===== config.mk =====
export PLATFORM = sky130hd
export DESIGN_NAME = disparity_search_ctrl
export DESIGN_NICKNAME = d
export VERILOG_FILES = /design/src/rtl/disparity_pkg.sv /design/src/rtl/disparity_argmin.sv /design/src/rtl/disparity_search_ctrl.sv
export SDC_FILE = /design/constraint.sdc
export NUM_CORES = 1
export LEC_CHECK = 0
export BUFFER_PORTS_ARGS = -buffer_cell sky130_fd_sc_hd__clkbuf_2
export CORE_MARGIN = 3
export CORE_UTILIZATION = 40
export CTS_BUF_LIST = sky130_fd_sc_hd__clkbuf_4 sky130_fd_sc_hd__clkbuf_8 sky130_fd_sc_hd__clkbuf_16
export DETAILED_ROUTE_END_ITERATION = 16
export PLACE_DENSITY = 0.6
export SYNTH_ARGS = -nofsm -noshare
export SYNTH_HDL_FRONTEND = slang
export SYNTH_SLANG_ARGS = --single-unit

===== constraint.sdc =====
create_clock -name clk_in -period 3 [get_ports clk_in]
set_input_delay 0.3 -clock clk_in [delete_from_list [all_inputs] [get_ports clk_in]]
set_output_delay 0.3 -clock clk_in [all_outputs]
set_load 0.05 [all_outputs]

===== src/rtl/disparity_pkg.sv =====
`default_nettype none
// ============================================================================
// Package  : disparity_pkg
// Purpose  : Shared state encoding, defaults and accumulator sizing for the
//            disparity search controller.
// Revision : 1.0
// ============================================================================
package disparity_pkg;

  typedef enum logic [2:0] {
    IDLE    = 3'd0,
    CLEAR   = 3'd1,
    FEED    = 3'd2,
    DRAIN   = 3'd3,
    COMPARE = 3'd4,
    DONE    = 3'd5
  } state_t;

  localparam int c_WIN_PIXELS = 6;
  localparam int c_MAX_DISP   = 16;
  localparam int c_ADDR_W     = 10;

  // Worst-case SSD: every pixel differs by the full 8-bit range.
  function automatic int acc_width(input int win_pixels);
    return $clog2(255 * 255 * win_pixels) + 1;
  endfunction

endpackage
`default_nettype wire


===== src/rtl/disparity_argmin.sv =====
`default_nettype none
// ============================================================================
// Module   : disparity_argmin
// Purpose  : Running minimum of sampled costs; strict compare keeps the lowest
//            disparity on ties. DISP_CONF_EN adds the second-lowest cost.
// Revision : 1.0
// ============================================================================
module disparity_argmin
  import disparity_pkg::*;
#(
  parameter int ACC_W  = acc_width(c_WIN_PIXELS),
  parameter int DISP_W = 4
) (
  input  logic              clk_in,
  input  logic              rst_in,
  input  logic              init_in,
  input  logic              sample_in,
  input  logic [ACC_W-1:0]  cost_in,
  input  logic [DISP_W-1:0] disp_in,
`ifdef DISP_CONF_EN
  output logic [ACC_W-1:0]  second_cost_out,
`endif
  output logic [ACC_W-1:0]  best_cost_out,
  output logic [DISP_W-1:0] best_disp_out
);

  always_ff @(posedge clk_in or negedge rst_in) begin
    if (!rst_in) begin
      best_cost_out   <= '1;
      best_disp_out   <= '0;
`ifdef DISP_CONF_EN
      second_cost_out <= '1;
`endif
    end else if (init_in) begin
      best_cost_out   <= '1;
      best_disp_out   <= '0;
`ifdef DISP_CONF_EN
      second_cost_out <= '1;
`endif
    end else if (sample_in) begin
      if (cost_in < best_cost_out) begin
        best_cost_out   <= cost_in;
        best_disp_out   <= disp_in;
`ifdef DISP_CONF_EN
        second_cost_out <= best_cost_out;
`endif
      end
`ifdef DISP_CONF_EN
      // A tie with best lands here too and becomes the second cost.
      else if (cost_in <= second_cost_out) begin
        second_cost_out <= cost_in;
      end
`endif
    end
  end

endmodule
`default_nettype wire


===== src/rtl/disparity_search_ctrl.sv =====
`default_nettype none
// ============================================================================
// Module   : disparity_search_ctrl
// Purpose  : Sequences the shared SSD MAC engine over all candidate
//            disparities of one window and returns the minimum-cost result.
// Options  : DISP_CONF_EN adds second_cost_out (second-lowest cost).
// Revision : 1.0
// ============================================================================
module disparity_search_ctrl
  import disparity_pkg::*;
#(
  parameter int WIN_PIXELS = c_WIN_PIXELS,
  parameter int MAX_DISP   = c_MAX_DISP,
  parameter int ADDR_W     = c_ADDR_W,
  parameter int ACC_W      = acc_width(WIN_PIXELS)
) (
  input  logic                        clk_in,
  input  logic                        rst_in,
  input  logic                        start_in,
  output logic                        start_ready_out,
  input  logic [ADDR_W-1:0]           base_addr_in,
  output logic                        rd_en_out,
  output logic [ADDR_W-1:0]           left_addr_out,
  output logic [ADDR_W-1:0]           right_addr_out,
  output logic                        mac_valid_out,
  output logic                        mac_clr_out,
  input  logic [ACC_W-1:0]            mac_acc_in,
  output logic                        result_valid_out,
  input  logic                        result_ready_in,
  output logic [$clog2(MAX_DISP)-1:0] disp_out,
  output logic [ACC_W-1:0]            cost_out,
`ifdef DISP_CONF_EN
  output logic [ACC_W-1:0]            second_cost_out,
`endif
  output logic                        busy_out
);

  localparam int DISP_W = $clog2(MAX_DISP);
  localparam int K_W    = (WIN_PIXELS > 1) ? $clog2(WIN_PIXELS) : 1;
  localparam logic [K_W-1:0]    c_K_LAST = K_W'(WIN_PIXELS - 1);
  localparam logic [DISP_W-1:0] c_D_LAST = DISP_W'(MAX_DISP - 1);

  state_t            r_state;
  logic [ADDR_W-1:0] r_base;
  logic [DISP_W-1:0] r_d;
  logic [K_W-1:0]    r_k;
  logic [ACC_W-1:0]  w_best_cost;
  logic [DISP_W-1:0] w_best_disp;
  logic [ADDR_W-1:0] w_next_off;
  logic              w_init;
  logic              w_sample;
  logic              w_last_disp;
`ifdef DISP_CONF_EN
  logic [ACC_W-1:0]  w_second_cost;
`endif

  assign w_init     = (r_state == IDLE) && start_in && start_ready_out;
  assign w_sample   = (r_state == COMPARE);
  assign w_next_off = ADDR_W'(r_k) + ADDR_W'(1);
  // Stop once d+1 would exceed base, keeping base+k-d non-negative.
  assign w_last_disp = (r_d == c_D_LAST) ||
                       ({1'b0, r_base} < ((ADDR_W+1)'(r_d) + (ADDR_W+1)'(1)));

  disparity_argmin #(
    .ACC_W  (ACC_W),
    .DISP_W (DISP_W)
  ) u_argmin (
    .clk_in          (clk_in),
    .rst_in          (rst_in),
    .init_in         (w_init),
    .sample_in       (w_sample),
    .cost_in         (mac_acc_in),
    .disp_in         (r_d),
`ifdef DISP_CONF_EN
    .second_cost_out (w_second_cost),
`endif
    .best_cost_out   (w_best_cost),
    .best_disp_out   (w_best_disp)
  );

  always_ff @(posedge clk_in or negedge rst_in) begin
    if (!rst_in) begin
      r_state          <= IDLE;
      r_base           <= '0;
      r_d              <= '0;
      r_k              <= '0;
      start_ready_out  <= 1'b0;
      rd_en_out        <= 1'b0;
      left_addr_out    <= '0;
      right_addr_out   <= '0;
      mac_valid_out    <= 1'b0;
      mac_clr_out      <= 1'b0;
      result_valid_out <= 1'b0;
      disp_out         <= '0;
      cost_out         <= '0;
`ifdef DISP_CONF_EN
      second_cost_out  <= '1;
`endif
      busy_out         <= 1'b0;
    end else begin
      mac_valid_out <= rd_en_out;
      mac_clr_out   <= 1'b0;
      case (r_state)
        IDLE: begin
          start_ready_out <= 1'b1;
          if (w_init) begin
            r_base          <= base_addr_in;
            r_d             <= '0;
            start_ready_out <= 1'b0;
            busy_out        <= 1'b1;
            mac_clr_out     <= 1'b1;
            r_state         <= CLEAR;
          end
        end
        CLEAR: begin
          r_k            <= '0;
          rd_en_out      <= 1'b1;
          left_addr_out  <= r_base;
          right_addr_out <= r_base - ADDR_W'(r_d);
          r_state        <= FEED;
        end
        FEED: begin
          if (r_k == c_K_LAST) begin
            rd_en_out <= 1'b0;
            r_state   <= DRAIN;
          end else begin
            r_k            <= r_k + K_W'(1);
            left_addr_out  <= r_base + w_next_off;
            right_addr_out <= r_base + w_next_off - ADDR_W'(r_d);
          end
        end
        DRAIN: begin
          r_state <= COMPARE;
        end
        COMPARE: begin
          if (w_last_disp) begin
            r_state <= DONE;
          end else begin
            r_d         <= r_d + DISP_W'(1);
            mac_clr_out <= 1'b1;
            r_state     <= CLEAR;
          end
        end
        DONE: begin
          // First cycle captures the argmin, which settles at the final COMPARE edge.
          if (!result_valid_out) begin
            result_valid_out <= 1'b1;
            disp_out         <= w_best_disp;
            cost_out         <= w_best_cost;
`ifdef DISP_CONF_EN
            second_cost_out  <= w_second_cost;
`endif
          end else if (result_ready_in) begin
            result_valid_out <= 1'b0;
            busy_out         <= 1'b0;
            start_ready_out  <= 1'b1;
            r_state          <= IDLE;
          end
        end
        default: begin
          r_state <= IDLE;
        end
      endcase
    end
  end

endmodule
`default_nettype wire


==> metrics <==
most common flop cell mapped by yosys=sky130_fd_sc_hd__dfrtp_1; setup repair after global routing missed its margin=true; maximum fanout count along the critical path=5; area share of the largest cell type after synthesis=between 30% and 40%; post-synthesis to final-layout area growth=20.2%; detailed placer's ending HPWL=approximately 8000 um; class of the tightest hold or removal check=input pin to async pin; Initial Utilization=between 40% and 50%; first-pass iteration count of the detailed router=4; Crit path required time=between 3 and 4 ns; setup violation total in the final timing report=0; portion of the clock cycle consumed by the worst path in the final layout=approximately 94%; type of the worst setup path=flop to flop; wire length after detailed routing=10800 um; TritonCTS clock tree=yes; Distinct cells, synth=47; Avg Synthesized Cell Area=10.2 sq um; Core Box Area=between 0.01 and 0.015 sq mm; normalized max-slew margin=around 49%; n_diodes=0; wire length per cell after detailed routing=14.4 um; Pleak=3.29 nW; hold slack=roughly 0.026 ns; Synth Area in Compound Gates=a little over a tenth; io pins=84; number of input and output port buffers inserted=83; placed insts=734; number of flops mapped to enable cells by yosys=0; transition time at the pin with the least slew margin=0.762 ns; master of the slowest instance on the critical path=sky130_fd_sc_hd__dfrtp_1; Resized cells post-CTS=0; worst r2r src=r_k[0]; gate count after technology mapping=487; worst slack at placement=between 0.15 and 0.2 ns; Via-to-Cell Ratio=about 4.9; Final Instance Count excl. Fillers=750; post-CTS clock slew at the launch and capture registers of the worst setup and hold paths=roughly 0.06 ns; status=finished, final reports clean; vias after detailed routing=3656; final clock skew=0.00808 ns; global router's overall resource usage=about 16%; count of buffering cells on the critical path with inverters included=1; Mapped Area=~0.0050 sq mm; layout cell share with drive strength beyond 1=29.6%; largest area contributor in the synthesized netlist=sky130_fd_sc_hd__dfrtp_1; post-route setup slack=just under 0.2 ns; overall power of the completed layout=0.00712 W; commonest cells in the synthesized netlist=sky130_fd_sc_hd__dfrtp_1, sky130_fd_sc_hd__nand2_1, sky130_fd_sc_hd__inv_1; achievable clock frequency=around 360 MHz; Clk Latency, worst-skew pair=roughly 0.34 ns; Root Buffer Master=sky130_fd_sc_hd__clkbuf_16; share of flip-flops with an asynchronous set or reset after synthesis=100%; global placement routability congestion=0.815; number of remaining DRC errors=0; Final Hold Violating Endpoints=0; Ys Warns=0; Crit path max-delay family=adder cells; cells taking the most area after synthesis=sky130_fd_sc_hd__dfrtp_1, sky130_fd_sc_hd__dfstp_2, sky130_fd_sc_hd__ha_1; power density over the cells=~1200 mW/mm^2; time the worst path needs with I/O delays and setup=approximately 2.8 ns; cell row count=40; Max IR drop VDD=a little under 0.5 mV; kind of start point of the critical path=flop; most instantiated library cell after synthesis=sky130_fd_sc_hd__dfrtp_1; number of synthesized register bits=94; die area=roughly 0.014 sq mm; fraction of the core area covered by cells at the end of the flow=approximately half; CTS H-tree depth=3; Post-Synthesis Net Count=556; clk sinks=94; die height=about 120 um; Synth Area in XOR/XNOR=around 2.5%; number of nets with antenna violations after detailed routing=0; adder-cell area share of the yosys netlist=9.11%; share of cell area taken by muxes after synthesis=roughly 11%; starting DRC count in detailed routing=approximately 210; aggregate global routing overflow=0; Worst setup startpoint=r_k[0]; pin count of the biggest net entering global routing=60; worst-case clock buffer depth=2; final max-slew violation count=0; synthesized-area fraction occupied by and/or/nand/nor cells=between 10% and 20%; antenna violations before repair=0; critical path, cell by cell=inv_1, ha_1, fa_1, xor2_1, o21ai_0, ha_1, a21o_1, a21oi_2, and3_1, xor2_1, o21ai_0; wire length of the first global-routing pass=~19000 um; nature of the critical path endpoint=flop; worst stage delay on the critical path=between 0.4 and 0.5 ns; number of global-route vias before repair=around 3700; fill cell total of the finished layout=around 1100; number of buffers added to fix hold violations after cts=0; number of max-cap violations=0; width of the chip=117 um; crit path DAT=~3.0 ns; Net count, final=about 650; number of buffers created by CTS=9; number of setup buffers added after CTS=0; part of the Yosys area used for sequential elements=a little under half; main combinational cell family by area after synthesis=simple AND/OR/NAND/NOR gates
[placed cells by master (no fill, tap or decap), drive strengths merged, types with 2 or more instances in the layout]
| cell | netlist | layout |
|---|---|---|
| dfrtp | 74 | 74 |
| xnor2 | 3 | 3 |
| nor2 | 35 | 35 |
| o21ai | 30 | 30 |
| clkbuf | 10 | 94 |
| and4 | 3 | 3 |
| nand3 | 8 | 8 |
| a31oi | 2 | 2 |
| dfstp | 20 | 20 |
| a21oi | 14 | 14 |
| ha | 33 | 33 |
| a21o | 13 | 13 |
| mux2 | 26 | 26 |
| or2 | 2 | 2 |
| and3 | 5 | 5 |
| nand4 | 6 | 6 |
| inv | 52 | 52 |
| mux2i | 24 | 24 |
| a211oi | 4 | 4 |
| nand2 | 71 | 71 |
| clkinv | 0 | 2 |
| nor2b | 4 | 4 |
| and2 | 2 | 2 |
| nand2b | 5 | 5 |
| bufinv | 0 | 2 |
| buf | 7 | 14 |
| o2111ai | 3 | 3 |
| fa | 2 | 2 |
| xor2 | 11 | 11 |
| a2111oi | 2 | 2 |
[where the power goes]
part,internal (W),leakage (nW),switching [W]
sequential,0.00190,1.16,0.000377
combinational,0.00121,1.97,0.00240
clock,0.000769,0.163,0.000464
total,0.00388,3.29,0.00324
[per-layer routing]
layer	part of all wire (%)	up-vias	global-route usage, %
li1	-	1822	-
met1	49	1764	23.2
met2	46	61	26.0
met3	3.5	9	2.59
met4	1.6	0	5.71
met5	0	-	0
[registers in the layout (all words and copies together), names as in the netlist]
signal                  cells
r_state                     3
u_argmin.best_disp_out      4
busy_out                    1
result_valid_out            1
r_base                     10
start_ready_out             1
mac_valid_out               1
cost_out                   20
u_argmin.best_cost_out     20
disp_out                    4
left_addr_out              10
r_k                         3
right_addr_out             10
r_d                         4
rd_en_out                   1
mac_clr_out                 1
[worst paths after layout]
kind | to | slack, ns | cells past startpoint
setup / recovery | right_addr_out[6] | 0.19 | 11
setup reg to reg | right_addr_out[6] | 0.19 | 11
max in group asynchronous | u_argmin.best_cost_out[11] | 2.19 | 2
min in group clk_in | r_base[5] | 0.15 | 3
hold reg to reg | mac_valid_out | 0.44 | 0
hold / removal | left_addr_out[7] | 0.03 | 1
[final cells by class]
| class | instances | area [sq um] | area share, % |
|---|---|---|---|
| Sequential cell | 94 | 2380 | 39.8 |
| Inverter | 52 | 195 | 3.27 |
| Timing Repair Buffer | 96 | 528 | 8.84 |
| Multi-Input combinational cell | 324 | 2340 | 39.2 |
| Clock buffer | 12 | 254 | 4.25 |
| Tap cell | 168 | 210 | 3.52 |
| Clock inverter | 4 | 70.1 | 1.17 |
[per-stage QoR]
step | TNS [ns] | cell area (sq um)
floorplan | 0 | 4970
global placement | 0 | 5640
detailed placement | 0 | 5640
CTS | 0 | 5960
global route | -0.0287 | 5970
finish | 0 | 5970
[kinds of logic (layout without fill, tap and decap cells)]
logic type	count (synthesis)	count (layout)
flip-flops	94	94
XOR/XNOR	14	14
buffers and inverters	69	164
AO/OA/AOI/OAI	78	78
adder cells (fa/ha/maj)	35	35
multiplexers	50	50
AND/OR/NAND/NOR	147	147
No activity file was read; power rests on OpenSTA's default activity.
